File: src/rtl/mr_latch_pkg.sv
// Shared types and defaults for the latch-comparator SAR controller.
package mr_latch_pkg;

   typedef enum logic [2:0] {
      ST_IDLE,
      ST_SAMPLE,
      ST_SETTLE,
      ST_STROBE,
      ST_DECIDE,
      ST_DONE
   } sar_state_t;

   localparam int DEF_WIDTH         = 8;
   localparam int DEF_SAMPLE_CYCLES = 4;
   localparam int DEF_SETTLE_CYCLES = 2;

   // Cycle, counted from the accepting edge, in which done is high.
   function automatic int sar_latency(input int width, input int sample_cycles,
                                      input int settle_cycles);
      return sample_cycles + width * (settle_cycles + 2) + 1;
   endfunction

endpackage

File: src/rtl/phase_timer.sv
// Loadable down-counter that stops at zero; times the sample and settle phases.
module phase_timer #(
   parameter int CW = 3
) (
   input  logic          clk,
   input  logic          rst_n,
   input  logic          load,
   input  logic [CW-1:0] load_val,
   output logic          zero
);

   logic [CW-1:0] cnt;

   always_ff @(posedge clk) begin
      if (!rst_n)
         cnt <= '0;
      else if (load)
         cnt <= load_val;
      else if (cnt != '0)
         cnt <= cnt - 1'b1;
   end

   assign zero = (cnt == '0);

endmodule

File: src/rtl/latch_cmp_sar_ctrl.sv
// SAR sequencer for a clocked latch comparator and external DAC.
//   state  | meaning
//   IDLE   | waiting for start, outputs quiet
//   SAMPLE | sampler tracking the input
//   SETTLE | DAC settling, comparator latch precharged
//   STROBE | comparator evaluating
//   DECIDE | comparator decision captured into the current bit
//   DONE   | result published, done pulsed
module latch_cmp_sar_ctrl
   import mr_latch_pkg::*;
#(
   parameter int WIDTH         = DEF_WIDTH,
   parameter int SAMPLE_CYCLES = DEF_SAMPLE_CYCLES,
   parameter int SETTLE_CYCLES = DEF_SETTLE_CYCLES
) (
   input  logic             clk,
   input  logic             rst_n,
   input  logic             start,
   input  logic             abort,
   input  logic             cmp_in,
   output logic             sample_en,
   output logic             cmp_rst,
   output logic             cmp_strobe,
   output logic [WIDTH-1:0] dac_code,
   output logic [WIDTH-1:0] result,
   output logic             busy,
   output logic             done
);

   localparam int CW = $clog2((SAMPLE_CYCLES > SETTLE_CYCLES) ? SAMPLE_CYCLES
                                                               : SETTLE_CYCLES) + 1;
   localparam int BW = (WIDTH > 1) ? $clog2(WIDTH) : 1;
   localparam logic [CW-1:0]    SAMPLE_LOAD = CW'(SAMPLE_CYCLES - 1);
   localparam logic [CW-1:0]    SETTLE_LOAD = CW'(SETTLE_CYCLES - 1);
   localparam logic [WIDTH-1:0] MSB_CODE    = WIDTH'(1) << (WIDTH - 1);

   sar_state_t       state;
   logic [BW-1:0]    bit_idx;
   logic             tmr_load;
   logic [CW-1:0]    tmr_val;
   logic             tmr_zero;
   logic [WIDTH-1:0] trial_next;

   phase_timer #(.CW(CW)) u_timer (
      .clk      (clk),
      .rst_n    (rst_n),
      .load     (tmr_load),
      .load_val (tmr_val),
      .zero     (tmr_zero)
   );

   always_comb begin
      tmr_load = 1'b0;
      tmr_val  = SETTLE_LOAD;
      if (!abort) begin
         case (state)
            ST_IDLE:   if (start) begin
                          tmr_load = 1'b1;
                          tmr_val  = SAMPLE_LOAD;
                       end
            ST_SAMPLE: tmr_load = tmr_zero;
            ST_DECIDE: tmr_load = (bit_idx != '0);
            default:   tmr_load = 1'b0;
         endcase
      end
   end

   // Resolve the current bit and, if any remain, raise the next trial bit.
   always_comb begin
      trial_next          = dac_code;
      trial_next[bit_idx] = cmp_in;
      if (bit_idx != '0)
         trial_next[bit_idx - 1'b1] = 1'b1;
   end

   always_ff @(posedge clk) begin
      if (!rst_n) begin
         state      <= ST_IDLE;
         bit_idx    <= '0;
         sample_en  <= 1'b0;
         cmp_rst    <= 1'b0;
         cmp_strobe <= 1'b0;
         dac_code   <= '0;
         result     <= '0;
         busy       <= 1'b0;
         done       <= 1'b0;
      end else if (abort && state != ST_IDLE) begin
         state      <= ST_IDLE;
         bit_idx    <= '0;
         sample_en  <= 1'b0;
         cmp_rst    <= 1'b0;
         cmp_strobe <= 1'b0;
         dac_code   <= '0;
         busy       <= 1'b0;
         done       <= 1'b0;
      end else begin
         case (state)
            ST_IDLE: begin
               if (start && !abort) begin
                  state     <= ST_SAMPLE;
                  bit_idx   <= BW'(WIDTH - 1);
                  dac_code  <= MSB_CODE;
                  sample_en <= 1'b1;
                  busy      <= 1'b1;
               end
            end
            ST_SAMPLE: begin
               if (tmr_zero) begin
                  state     <= ST_SETTLE;
                  sample_en <= 1'b0;
                  cmp_rst   <= 1'b1;
               end
            end
            ST_SETTLE: begin
               if (tmr_zero) begin
                  state      <= ST_STROBE;
                  cmp_rst    <= 1'b0;
                  cmp_strobe <= 1'b1;
               end
            end
            ST_STROBE: begin
               state      <= ST_DECIDE;
               cmp_strobe <= 1'b0;
            end
            ST_DECIDE: begin
               dac_code <= trial_next;
               if (bit_idx != '0) begin
                  state   <= ST_SETTLE;
                  bit_idx <= bit_idx - 1'b1;
                  cmp_rst <= 1'b1;
               end else begin
                  state  <= ST_DONE;
                  result <= trial_next;
                  done   <= 1'b1;
               end
            end
            ST_DONE: begin
               state    <= ST_IDLE;
               dac_code <= '0;
               busy     <= 1'b0;
               done     <= 1'b0;
            end
            default: state <= ST_IDLE;
         endcase
      end
   end

endmodule

File: config.mk
export PLATFORM = sky130hd
export DESIGN_NAME = latch_cmp_sar_ctrl
export DESIGN_NICKNAME = d
export VERILOG_FILES = /design/src/rtl/mr_latch_pkg.sv /design/src/rtl/phase_timer.sv /design/src/rtl/latch_cmp_sar_ctrl.sv
export SDC_FILE = /design/constraint.sdc
export NUM_CORES = 1
export LEC_CHECK = 0
export BUFFER_PORTS_ARGS = -buffer_cell sky130_fd_sc_hd__buf_2
export CORE_MARGIN = 5
export CORE_UTILIZATION = 43
export DETAILED_ROUTE_END_ITERATION = 10
export SETUP_SLACK_MARGIN = 0.1
export SLEW_MARGIN = 0
export SYNTH_ARGS = -nofsm -noshare
export SYNTH_HDL_FRONTEND = slang
export SYNTH_SLANG_ARGS = --single-unit
export TNS_END_PERCENT = 30
File: constraint.sdc
create_clock -name clk -period 2.9 [get_ports clk]
set_input_delay 0.87 -clock clk [delete_from_list [all_inputs] [get_ports clk]]
set_output_delay 0.87 -clock clk [all_outputs]
set_load 0.02 [all_outputs]
==> results.md, run 1 <==
* Reg2reg start: bit_idx[0]
* RSZ-0062 raised after global routing: false
* Mapped Area at 1580 um2
* Critical path arrival at 2.32 ns
* Hold path cells at 2
* Synth Area in Adders at 0.0317
* DRT antenna net count at 0
* H-tree Lvls at 2
* Cells after DPL at 246
* Commonest non-fill, non-tap cell in the layout: dfxtp_1
* Worst setup path class: reg2reg
* Worst-path clk slew at 0.07 ns
* Combinational Power Share at 0.310
* # rows at 22
* Cell area after layout at 1790 um2
* Synth Area in Simple Gates at 0.185
* Reg-to-Reg End: result[6]
* FF-to-FF path depth at 5
* Setup crit end kind: flip-flop
* Sum Neg Setup Slack at 0 ns
* Max-cap violations at 0
* Share of layout cells above drive strength 1 at 0.194
* Die Y at 70.6 um
* R2r setup slk at 0.76 ns
* Worst Skew at 0.00361 ns
* Hold EP: busy
* Final core utilization at 0.497
* CP Max Fanout at 15
* Die X at 70.6 um
* CTS Buf Count at 5
* Lkg Pwr at 0.764 nW
* Compound-Gate Fraction of Synth Area at 0.287
* Total global-route track usage at 0.177
* Initial cell density of the core at 0.438
* Final Cycle Share at 0.740
* Status: completed
* Layout net count at 214
* Vias at 1449
* CP max stage cell: o31a_2
* Final hold vios at 0
* Largest net degree at the start of global routing at 18
* Sequential share of power at 0.410
* Pint at 0.801 mW
* Core area at 3610 um2
* Hold Crit Start: busy
* DP HPWL at 2920 um
* Met2 Usage GRT at 0.269
* FF+latch count, synth at 30
* Initial antenna violation count at 0
* Switching part of the total power at 0.373
* Post-CTS setup buffer count at 0
* Final setup fails at 0
* P per Cell Area at 714 nW/um2
* Die Area at 4980 um2
* Yosys warnings at 0
* # hold bufs at CTS at 0
* P_sw at 0.477 mW
* Synth Area in XOR/XNOR at 0.00555
* Initial DRC Count at 101
* Busiest grt layer: met2
* GPL Wtd Cong at 0.836
* CTS max path bufs at 2
* Residual DRC count at 0
* Met1 Use GR at 0.229
* CP required at 3.07 ns
* CTS tree: done
* Vias in the first global route at 1436
* Sink Count at 30
* # resized after CTS at 0
* Minimum clock period at 2.14 ns
* Antenna diodes at 0
* Remaining Overflow, GRT at 0
* Register area share after synthesis at 0.380
* Clock power frac at 0.280
* Worst hold path type: reg2reg
* Max-slew headroom at 0.633
* P&R area growth vs syn at 13.4%
* Met3 usage at 0.0554
* Drt pass-1 iters at 4
* Ports at 26
* Synth cell types at 34
* Clock Latency Late Sink at 0.29 ns
* Routed WL at 4070 um
* Largest family of logic cells by synthesized area: compound AO/OA/AOI/OAI gates
* Port Buffers at 25
* Multiplexer area fraction after synthesis at 0.0380
* Max incr delay on CP at 0.49 ns
* Synth Net Count at 196
* Fillers at 376
* First-pass GRT wire length at 7000 um
* Peak supply drop at 347 uV
* Synth Instances at 187
* Most frequent cells in the layout: dfxtp_1, buf_2, o21ai_0
* Clock root cell: clkbuf_8
* Crit-path cells: inv_1, ha_1, nor2b_1, nand3_1, o31a_2
* Dpl cell area at 1700 um2
* Finished Layout Cells at 254
* Startpoint types: flip-flop
* WL/cell at 16.0 um
* Worst slew pin tran at 0.549 ns
* Syn avg cell area at 8.44 um2
* Fin. max-slew vios at 0
* Fmax at 466 MHz
* Drt via density at 5.70
worst max-delay path by stage:
stage,startpoint,end
2_1_floorplan,bit_idx[0],result[4]
6_report,bit_idx[0],result[6]
5_1_grt,bit_idx[0],bit_idx[1]
3_3_place_gp,abort,dac_code[5]
3_5_place_dp,bit_idx[0],dac_code[1]
4_1_cts,bit_idx[0],dac_code[1]
stage by stage:
step | power [mW] | setup WS, ns | hold slack [ns]
after floorplan | 0.835 | 1.13 | 0.519
after detailed placement | 0.922 | 0.787 | 0.433
final | 1.28 | 0.755 | 0.441
after CTS | 1.28 | 0.754 | 0.444
after global placement | 0.908 | 0.848 | 0.433
after global routing | 1.37 | 0.568 | 0.458
sequential cells by signal, summed over array words and instances (netlist names):
signal / flops
result: 8
sample_en: 1
u_timer.cnt: 3
state: 3
done: 1
bit_idx: 3
cmp_strobe: 1
dac_code: 8
busy: 1
cmp_rst: 1
layout make-up:
| type | count | area, um2 | area share |
|---|---|---|---|
| clock inverters | 2 | 12.5 | 0.00699 |
| flip-flops and latches | 30 | 601 | 0.335 |
| clock buffers | 6 | 82.6 | 0.0461 |
| repair buffers | 25 | 125 | 0.0699 |
| well taps | 48 | 60.1 | 0.0335 |
| multi-input cells | 131 | 865 | 0.483 |
| inverters | 12 | 45.0 | 0.0252 |
metal layers:
| metal | up-vias | share of wire |
|---|---|---|
| li1 | 712 | - |
| met5 | - | 0 |
| met1 | 670 | 0.46 |
| met4 | 0 | 0.023 |
| met3 | 10 | 0.063 |
| met2 | 57 | 0.45 |
cell families (layout without fill, tap and decap cells):
kind of cell | after synthesis | in the layout
DFF | 30 | 30
and+or+nand+nor | 53 | 53
muxes | 6 | 6
adders and majority gates | 4 | 4
buffers and inverters | 26 | 45
xor gates and xnor gates | 1 | 1
AOI/OAI and AO/OA | 67 | 67
power by group through the flow:
stage | clock [mW] | sequential (mW) | combinational, mW
after floorplan | 0 | 0.513 | 0.322
after global placement | 0 | 0.528 | 0.381
after detailed placement | 0 | 0.532 | 0.390
after CTS | 0.366 | 0.523 | 0.394
after global routing | 0.385 | 0.534 | 0.449
final | 0.357 | 0.525 | 0.396
synthesized netlist by cell type:
library cell | instances | share of area
nor3_4 | 1 | 0.010
a22o_1 | 8 | 0.044
nand2b_1 | 3 | 0.012
ha_1 | 4 | 0.032
nand3b_1 | 1 | 0.0048
o31a_2 | 5 | 0.032
buf_2 | 7 | 0.022
a221oi_1 | 1 | 0.0055
or3b_4 | 1 | 0.0071
nor2b_1 | 3 | 0.012
nor3_1 | 6 | 0.019
inv_1 | 12 | 0.029
nor2_1 | 6 | 0.014
a22oi_1 | 1 | 0.0048
buf_6 | 1 | 0.0071
o22ai_1 | 2 | 0.0079
nand2_1 | 13 | 0.031
and2b_1 | 1 | 0.0048
a211oi_1 | 2 | 0.0095
o2bb2ai_1 | 1 | 0.0055
xor2_1 | 1 | 0.0055
and3_1 | 5 | 0.020
a31oi_1 | 3 | 0.012
a21boi_0 | 2 | 0.0095
nor3b_1 | 6 | 0.029
dfxtp_1 | 30 | 0.38
mux2i_1 | 6 | 0.038
clkbuf_1 | 6 | 0.014
o21ai_0 | 16 | 0.051
nand3_1 | 7 | 0.022
o31a_1 | 3 | 0.017
a21oi_1 | 13 | 0.041
o31ai_1 | 2 | 0.0095
o21a_1 | 8 | 0.038
worst max-delay path: cells and delay by family (launching register included):
| kind | cells | cell delay, ns |
|---|---|---|
| DFF | 1 | 0.45 |
| and+or+nand+nor | 2 | 0.63 |
| buffers and inverters | 1 | 0.22 |
| AOI/OAI and AO/OA | 1 | 0.49 |
| adders and majority gates | 1 | 0.25 |
No activity file was read; power rests on OpenSTA's default activity.
==> inputs of run 2 (changes only) <==
--- a/config.mk
+++ b/config.mk
@@ -9,6 +9,7 @@
 export CORE_MARGIN = 5
 export CORE_UTILIZATION = 43
 export DETAILED_ROUTE_END_ITERATION = 10
+export PLACE_DENSITY = 0.66
 export SETUP_SLACK_MARGIN = 0.1
 export SLEW_MARGIN = 0
 export SYNTH_ARGS = -nofsm -noshare
==> constraint.sdc (replaced) <==
create_clock -name clk -period 1.8 [get_ports clk]
set_input_delay 0.54 -clock clk [delete_from_list [all_inputs] [get_ports clk]]
set_output_delay 0.54 -clock clk [all_outputs]
set_load 0.02 [all_outputs]
==> run 2 against run 1 <==
Compared with the run above: sequential power increased by 57%; worst setup slack got worse by 0.60 ns; count of clock-buffer cells in the layout rose by 1; register-to-register slack got worse by 0.60 ns; total power increased by 62%; hold slack improved by 0.00090 ns; fmax up 31%; critical path depth increased by 1; clock skew fell by 0.00070 ns; clock power up 41%; combinational power increased by 88%; global-route usage is 1.1 points lower; critical endpoint is now dac_code[7]; largest cell class unchanged.
==> results.md, run 2 (synthesis gave the netlist of run 1 again) <==
* Final Cycle Share at 0.912
* Max-cap violations at 0
* Drt pass-1 iters at 4
* Hold Crit Start: busy
* Combinational Power Share at 0.358
* CTS tree: done
* Port Buffers at 25
* Drt via density at 5.52
* CTS Buf Count at 5
* Max-slew headroom at 0.713
* First-pass GRT wire length at 6640 um
* R2r setup slk at 0.16 ns
* Critical path arrival at 1.83 ns
* Sequential share of power at 0.398
* Largest net degree at the start of global routing at 18
* DP HPWL at 2760 um
* Minimum clock period at 1.64 ns
* Worst-path clk slew at 0.06 ns
* RSZ-0062 raised after global routing: true
* Fmax at 609 MHz
* DRT antenna net count at 0
* Setup crit end kind: flip-flop
* P&R area growth vs syn at 18.8%
* Vias in the first global route at 1344
* # rows at 22
* CP required at 1.99 ns
* Most frequent cells in the layout: dfxtp_1, buf_2, o21ai_0
* Initial antenna violation count at 0
* Core area at 3610 um2
* CTS max path bufs at 2
* Commonest non-fill, non-tap cell in the layout: dfxtp_1
* Clock power frac at 0.243
* Peak supply drop at 535 uV
* Fin. max-slew vios at 0
* Remaining Overflow, GRT at 0
* Hold EP: busy
* Status: completed
* Switching part of the total power at 0.366
* H-tree Lvls at 2
* WL/cell at 15.0 um
* Final setup fails at 0
* Share of layout cells above drive strength 1 at 0.252
* Clock Latency Late Sink at 0.28 ns
* P per Cell Area at 1110 nW/um2
* Lkg Pwr at 0.808 nW
* Worst slew pin tran at 0.430 ns
* Ports at 26
* FF-to-FF path depth at 6
* Initial cell density of the core at 0.438
* Worst Skew at 0.00291 ns
* P_sw at 0.760 mW
* Reg2reg start: bit_idx[1]
* Reg-to-Reg End: dac_code[7]
* Cells after DPL at 253
* Hold path cells at 2
* Layout net count at 223
* Final hold vios at 0
* Vias at 1447
* GPL Wtd Cong at 0.837
* Clock root cell: clkbuf_8
* Total global-route track usage at 0.166
* Worst hold path type: reg2reg
* Sum Neg Setup Slack at 0 ns
* Antenna diodes at 0
* CP Max Fanout at 4
* Finished Layout Cells at 262
* Residual DRC count at 0
* Die Y at 70.6 um
* Sink Count at 30
* Worst setup path class: reg2reg
* Startpoint types: flip-flop
* Top Registers: dac_code (8), result (8)
* Die Area at 4980 um2
* Initial DRC Count at 49
* Routed WL at 3940 um
* # hold bufs at CTS at 0
* Die X at 70.6 um
* Pint at 1.31 mW
## run 2: cell count changes in the layout (fill, tap and decap cells not counted), sizes merged
cell / previous run / this run
buf: 25 / 34
clkinvlp: 1 / 0
clkbuf: 6 / 7
clkinv: 1 / 0
## run 2: worst max path at each step
stage | cells past startpoint | to | start | slack, ns
after floorplan | 7 | result[4] | bit_idx[0] | 0.14
after global placement | 4 | result[4] | bit_idx[2] | 0.13
after detailed placement | 6 | result[4] | bit_idx[0] | 0.1
after CTS | 6 | dac_code[7] | bit_idx[0] | 0.08
after global routing | 6 | u_timer.cnt[0] | u_timer.cnt[0] | 0.03
final | 6 | dac_code[7] | bit_idx[1] | 0.16
## run 2: power groups by stage
stage | clock network (mW) | registers, mW | logic [mW]
final | 0.505 | 0.826 | 0.743
after global routing | 0.546 | 0.842 | 0.836
after CTS | 0.521 | 0.821 | 0.696
after detailed placement | 0 | 0.835 | 0.692
after global placement | 0 | 0.834 | 0.685
after floorplan | 0 | 0.829 | 0.524
## run 2: area by class of cell
cell class / count / area, um2
timing repair buffer: 34 / 193
fill: 343 / 1730
tap: 48 / 60.1
multi-input combinational: 131 / 898
clock buffer: 7 / 76.3
inverter: 12 / 45.0
sequential: 30 / 603
## run 2: critical path: stages, from the launching register on
cell and delay, ns:
dfxtp_1 0.31, inv_1 0.14, ha_2 0.26, nor3b_4 0.23, a21oi_2 0.08, o31a_1 0.28
a221oi_1 0.24
## run 2: timing repair
action,in CTS,in global routing
endpoints found under the setup margin,2,17
setup buffers,0,2
cloned,0,0
resized for setup,0,9
pin swaps,0,1
## run 2: metal layers
layer / vias up / global-route usage / share of wire
li1: 730 / - / -
met1: 672 / 0.224 / 0.48
met2: 39 / 0.255 / 0.45
met3: 6 / 0.0483 / 0.057
met4: 0 / 0.0564 / 0.014
met5: - / 0 / 0
## run 2: through the flow
stage	util	power [mW]	instance area (um2)	worst slack (ns)	hold slack, ns
finish	0.520	2.07	1880	0.158	0.442
global route	0.520	2.22	1880	0.0286	0.473
CTS	0.506	2.04	1830	0.0846	0.445
detailed placement	0.485	1.53	1750	0.0973	0.436
global placement	0.485	1.52	1750	0.128	0.430
floorplan	-	1.35	1590	0.145	0.519
